**config.mk**
```make
export PLATFORM = sky130hd
export DESIGN_NAME = fetch_unit
export DESIGN_NICKNAME = d
export VERILOG_FILES = /design/src/rtl/fetch_pkg.sv /design/src/rtl/fetch_queue.sv /design/src/rtl/fetch_unit.sv
export SDC_FILE = /design/constraint.sdc
export NUM_CORES = 1
export LEC_CHECK = 0
export ABC_CLOCK_PERIOD_IN_PS = 15690
export BUFFER_PORTS_ARGS = -buffer_cell sky130_fd_sc_hd__buf_4
export CAP_MARGIN = 5
export CORE_ASPECT_RATIO = 1.1
export CORE_MARGIN = 1
export CORE_UTILIZATION = 60
export CTS_CLUSTER_SIZE = 10
export DETAILED_ROUTE_END_ITERATION = 7
export GPL_TIMING_DRIVEN = 0
export PLACE_DENSITY_LB_ADDON = 0.25
export SLEW_MARGIN = 10
export SYNTH_ARGS = -nofsm -noshare
export SYNTH_HDL_FRONTEND = slang
export SYNTH_HIERARCHICAL = 1
export SYNTH_SLANG_ARGS = --single-unit
```
**constraint.sdc**
```tcl
create_clock -name clk -period 15.69 [get_ports clk]
set_input_delay 2.3535 -clock clk [delete_from_list [all_inputs] [get_ports clk]]
set_output_delay 2.3535 -clock clk [all_outputs]
set_load 0.02 [all_outputs]
```
**src/rtl/fetch_pkg.sv**
```systemverilog
// Shared types and constants for the instruction fetch stage.
package fetch_pkg;

    typedef logic [31:0] addr_t;
    typedef logic [31:0] word_t;

    typedef struct packed {
        addr_t pc;
        word_t instr;
    } fetch_entry_t;

    localparam addr_t PC_STEP  = 32'd4;
    localparam addr_t PC_AHEAD = 32'd8;

endpackage

```
**src/rtl/fetch_queue.sv**
```systemverilog
// Prefetch FIFO of fetch entries: registered storage, same-cycle push/pop at any occupancy,
// synchronous clear.
module fetch_queue
    import fetch_pkg::*;
#(
    parameter int unsigned DEPTH = 4,
    localparam int unsigned PTR_W = $clog2(DEPTH),
    localparam int unsigned CNT_W = $clog2(DEPTH + 1)
) (
    input  logic             clk,
    input  logic             reset,
    input  logic             push,
    input  fetch_entry_t     push_entry,
    input  logic             pop,
    input  logic             clear,
    output fetch_entry_t     head,
    output logic             head_valid,
    output logic [CNT_W-1:0] count
);

    fetch_entry_t     mem_q [DEPTH];
    logic [PTR_W-1:0] rd_q;
    logic [PTR_W-1:0] wr_q;
    logic [CNT_W-1:0] cnt_q;
    logic             do_pop;
    logic             do_push;

    assign do_pop  = pop & (cnt_q != '0);
    // A pop frees a slot in the same cycle, so a full queue may still accept a push.
    assign do_push = push & ((cnt_q != CNT_W'(DEPTH)) | do_pop);

    always_ff @(posedge clk) begin
        if (reset) begin
            rd_q  <= '0;
            wr_q  <= '0;
            cnt_q <= '0;
            for (int i = 0; i < int'(DEPTH); i++) begin
                mem_q[i] <= '0;
            end
        end else if (clear) begin
            rd_q  <= '0;
            wr_q  <= '0;
            cnt_q <= '0;
        end else begin
            if (do_push) begin
                mem_q[wr_q] <= push_entry;
                wr_q        <= wr_q + PTR_W'(1);
            end
            if (do_pop) begin
                rd_q <= rd_q + PTR_W'(1);
            end
            cnt_q <= cnt_q + CNT_W'(do_push) - CNT_W'(do_pop);
        end
    end

    assign head       = mem_q[rd_q];
    assign head_valid = (cnt_q != '0);
    assign count      = cnt_q;

endmodule

```
**src/rtl/fetch_unit.sv**
```systemverilog
// Instruction fetch: PC, request issue, in-order response tracking with squash, prefetch queue.
// Optional FETCH_ALIGN_CHECK_EN: misaligned redirect sets sticky FetchFault and halts fetch.
module fetch_unit
    import fetch_pkg::*;
#(
    parameter int unsigned DEPTH    = 4,
    parameter addr_t       RESET_PC = 32'h0000_0000
) (
    input  logic        clk,
    input  logic        reset,
    output logic        imem_req,
    output logic [31:0] imem_addr,
    input  logic        imem_ack,
    input  logic        imem_rvalid,
    input  logic [31:0] imem_rdata,
    output logic [31:0] Instr,
    output logic [31:0] InstrPC,
    output logic [31:0] PCPlus8,
    output logic        InstrValid,
    input  logic        InstrReady,
    input  logic        Redirect,
    input  logic [31:0] RedirectPC,
    output logic        FetchFault
);

    localparam int unsigned CNT_W  = $clog2(DEPTH + 1);
    localparam int unsigned DISC_W = 16;

    addr_t              fetch_pc_q, fetch_pc_d;
    addr_t              resp_pc_q, resp_pc_d;
    logic [CNT_W-1:0]   inflight_q, inflight_d;
    logic [DISC_W-1:0]  discard_q, discard_d;
    logic               fault_q, fault_d;
    logic [CNT_W-1:0]   occ;
    addr_t              redirect_pc;
    logic               redirect_bad;
    logic               xfer;
    logic               push;
    logic               pop;
    fetch_entry_t       push_entry;
    fetch_entry_t       head;

`ifdef FETCH_ALIGN_CHECK_EN
    assign redirect_pc  = RedirectPC;
    assign redirect_bad = (RedirectPC[1:0] != 2'b00);
`else
    assign redirect_pc  = RedirectPC & ~32'h0000_0003;
    assign redirect_bad = 1'b0;
`endif

    // Queued plus in-flight words never exceed the queue size, so every response has a slot.
    always_comb begin
        imem_req = !reset && !Redirect && !fault_q &&
                   ((CNT_W + 1)'(occ) + (CNT_W + 1)'(inflight_q) < (CNT_W + 1)'(DEPTH));
    end

    assign imem_addr = fetch_pc_q;
    assign xfer      = imem_req & imem_ack;
    assign push      = imem_rvalid & !Redirect & (discard_q == '0);
    assign pop       = InstrValid & InstrReady;

    always_comb begin
        push_entry.pc    = resp_pc_q;
        push_entry.instr = imem_rdata;
    end

    always_comb begin
        fetch_pc_d = fetch_pc_q;
        resp_pc_d  = resp_pc_q;
        inflight_d = inflight_q;
        discard_d  = discard_q;
        fault_d    = fault_q;
        if (Redirect) begin
            // Everything still outstanding becomes stale; a response this cycle is one of them.
            fetch_pc_d = redirect_pc;
            resp_pc_d  = redirect_pc;
            inflight_d = '0;
            discard_d  = discard_q + DISC_W'(inflight_q) - DISC_W'(imem_rvalid);
            fault_d    = redirect_bad;
        end else begin
            if (xfer) begin
                fetch_pc_d = fetch_pc_q + PC_STEP;
            end
            if (push) begin
                resp_pc_d = resp_pc_q + PC_STEP;
            end
            if (imem_rvalid && (discard_q != '0)) begin
                discard_d = discard_q - DISC_W'(1);
            end
            inflight_d = inflight_q + CNT_W'(xfer) - CNT_W'(push);
        end
    end

    always_ff @(posedge clk) begin
        if (reset) begin
            fetch_pc_q <= RESET_PC;
            resp_pc_q  <= RESET_PC;
            inflight_q <= '0;
            discard_q  <= '0;
            fault_q    <= 1'b0;
        end else begin
            fetch_pc_q <= fetch_pc_d;
            resp_pc_q  <= resp_pc_d;
            inflight_q <= inflight_d;
            discard_q  <= discard_d;
            fault_q    <= fault_d;
        end
    end

    fetch_queue #(
        .DEPTH(DEPTH)
    ) u_queue (
        .clk       (clk),
        .reset     (reset),
        .push      (push),
        .push_entry(push_entry),
        .pop       (pop),
        .clear     (Redirect),
        .head      (head),
        .head_valid(InstrValid),
        .count     (occ)
    );

    assign Instr      = head.instr;
    assign InstrPC    = head.pc;
    assign PCPlus8    = head.pc + PC_AHEAD;
    assign FetchFault = fault_q;

endmodule
```
==> results.cfg <==
[power]
p_switching_uw = 655
worst_ir_drop_vdd_uv = 133
pwr-share-comb_pct = 20.4
netSwitchingFraction_pct = 27.6
cellPowerDensity_nw_per_um2 = 114
p_leak_nw = 7.96
power.share.clock_pct = 34.9
power_mw = 2.37
p_seq_share_pct = 44.6
p_int_mw = 1.71

[logic_synthesis]
ys_warn_count = 6
synth_area_per_cell_sq_um = 12.1
ys_seq_area_share_pct = 54.2
syn_inst = 1443
synth_cell_types = 73
ys_ff_latch = 344
dominantRegCellSynth = edfxtp_1
async_reset_ff_share_pct = 0
synth_edf_count = 256
syn-cell-area_sq_um = 17400

[cts]
post_cts_resized = 0
cts_num_sinks = 344
post_cts_buffers = 0
clockRootBuffer = clkbuf_16
clk_pin_slew_ps = 50
cts-hold-fix-buffers = 0
max-clock-path-buffers = 3
cts_tree = built
htree_levels = 2
clkLatencyLatePin_ps = 520
cts-buffers-inserted = 40

[critical_path]
reg2reg_depth = 10
crit_path_start_kind = flip-flop
rr_startpoint = discard_q[0]
worstSetupPathType = flip-flop to primary output
cp-end-kind = primary output
reg2reg_to = u_queue/mem_q[0][60]
crit_required_ps = 13340
crit_path_top_delay_cell = clkbuf_1
cp.arrival_ps = 4420
cpPeakStageDelay_ps = 590
cp_cell_sequence = clkbuf_1 -> clkbuf_1 -> mux4_2 -> and4_1 -> and4_1 -> and2_1 -> nor2b_1 -> nand3_1 -> xnor2_1 -> buf_4
worstPathMaxFanout = 10
reg2reg_slack_ps = 11210

[timing]
setup_viol = 0
finalHoldViolCount = 0
fin_skew_ps = 14.4
final.setup.tns_ps = 0
maxSlewViolCount = 0
tightestPinTransition_ps = 1130
hold-worst-slack_ps = 523
setup_slack_ps = 8910
fin_crit_ps = 6780
rsz0062_at_grt = false
max_freq_mhz = 148
slew-limit-headroom_pct = 24.5
finalCritPeriodShare_pct = 43.2

[min_path]
hold_depth = 2
min_from = imem_addr[30]
hold_end = imem_addr[30]
hp-class = flip-flop to flip-flop

[placement]
hpwl_mm = 29.6
numPortBuffers = 195
place_congestion = 0.922
dpl_worst_slack_ps = 9460

[grt]
antenna_found_initial = 0
grt_pass1_vias = 12600
globalRouteTotalUtil_pct = 29.1
grt_start_max_net_pins = 39
grt_overflow = 0
grt_pass1_wl_mm = 66.7

[flow_run]
maxCapViolCount = 0

[run_status]
status = finished clean

[drt]
drc_errors = 0
drt-total-wl_mm = 42.6
vias = 12300
wl_per_cell_microns = 20.4
ant_nets = 0
via_per_inst = 5.90
drt_iter0_drc = 997
drt_first_pass_iters = 8

[floorplanning]
die_h_microns = 181
core_sq_um = 28600
start_util_pct = 60.9
die_w_microns = 165
rows = 65
pin_count = 201
dieArea_sq_um = 29800

[layout]
finish.net_count = 1814
fill_cells = 1992
layout-area-overhead-vs-synth_pct = 18.7
final_layout_size_suffix_gt1_share_pct = 21.5
antenna_cells = 0
==> cell usage after synthesis (all sizes together) (28+ instances only) <==
cell / count / share of area, %
a21oi: 49 / 1.4
inv: 63 / 1.4
o21ai: 37 / 1.1
edfxtp: 256 / 44
nand3: 35 / 1.0
clkbuf: 51 / 1.1
xnor2: 75 / 3.8
nand2: 75 / 1.6
a211oi: 31 / 1.4
nor2: 78 / 1.7
and2: 261 / 9.4
dfxtp: 88 / 10
buf: 28 / 0.96
mux4: 64 / 8.3
ha: 45 / 3.2
==> power by group through the flow <==
stage               Clock, mW  Combinational (mW)  Sequential [mW]
floorplan                   0               0.344             1.07
finish                  0.827               0.484             1.06
detailed placement          0               0.477             1.07
global placement            0               0.464             1.08
global route            0.872               0.535             1.06
CTS                     0.837               0.481             1.06
==> cell families (layout without fill, tap and decap cells) <==
group / count (synthesis) / after routing / synth area share, %
AO/OA/AOI/OAI: 173 / 173 / 6.39
XOR/XNOR: 83 / 83 / 4.17
adder cells (fa/ha/maj): 48 / 48 / 3.57
buffers and inverters: 142 / 405 / 3.41
flip-flops: 344 / 344 / 54.2
multiplexers: 73 / 73 / 8.81
other: 1 / 11 / 0.0215
AND/OR/NAND/NOR: 579 / 579 / 19.5
==> critical path, delay by kind of cell, from the launching register on <==
kind	cells	cell delay, ps
simple gates	5	1720
xor+xnor	1	170
mux	1	430
buf+inv	3	1250
flops	1	310
==> registers in the layout, summed over array words and instances, names as in the netlist, named ones only <==
register	cells
inflight_q	3
resp_pc_q	30
u_queue/wr_q	2
u_queue/count	3
u_queue/mem_q	256
u_queue/rd_q	2
imem_addr	30
discard_q	16
==> through the flow <==
step | cell area, sq um | cells | utilization [%]
after CTS | 20700 | 2084 | 72.4
after global routing | 20700 | 2084 | 72.4
after global placement | 19400 | 2016 | 67.8
after floorplan | 17500 | 1453 | -
after detailed placement | 19600 | 2022 | 68.4
final | 20700 | 2084 | 72.4
==> per-layer routing <==
metal | part of all wire, % | up-vias | GRT usage (%)
met5 | 0 | - | 0
met4 | 2.6 | 0 | 9.47
met3 | 6.9 | 73 | 4.16
met2 | 51 | 498 | 51.6
met1 | 39 | 5993 | 36.3
li1 | - | 5732 | -
==> worst max path at each step <==
stage,endpoint,start,slack (ps),cells past startpoint
detailed placement,PCPlus8[22],flip-flop,9460,10
finish,PCPlus8[22],flip-flop,8910,10
CTS,PCPlus8[22],flip-flop,8890,10
floorplan,u_queue/mem_q[3][0],imem_rvalid,8900,5
global route,PCPlus8[22],flip-flop,8700,10
global placement,u_queue/mem_q[3][19],Redirect,6250,6
==> cells in the final DEF (no fill, tap or decap), types with 49 or more instances in the layout <==
master,n
and2_1,260
edfxtp_1,256
buf_4,201
dfxtp_1,88
nor2_1,78
nand2_1,75
xnor2_1,75
clkbuf_1,68
mux4_2,64
inv_1,62
a21oi_1,49
==> cell type report <==
type	instances	area, sq um	share of cell area (%)
clock inverter	3	26.3	0.127
inverter	63	236	1.14
multi-input combinational	967	7470	36.1
tap	368	460	2.22
sequential	344	9450	45.6
buffer	79	359	1.73
clock buffer	59	1110	5.38
timing repair buffer	201	1600	7.72
No activity file was read; power rests on OpenSTA's default activity.
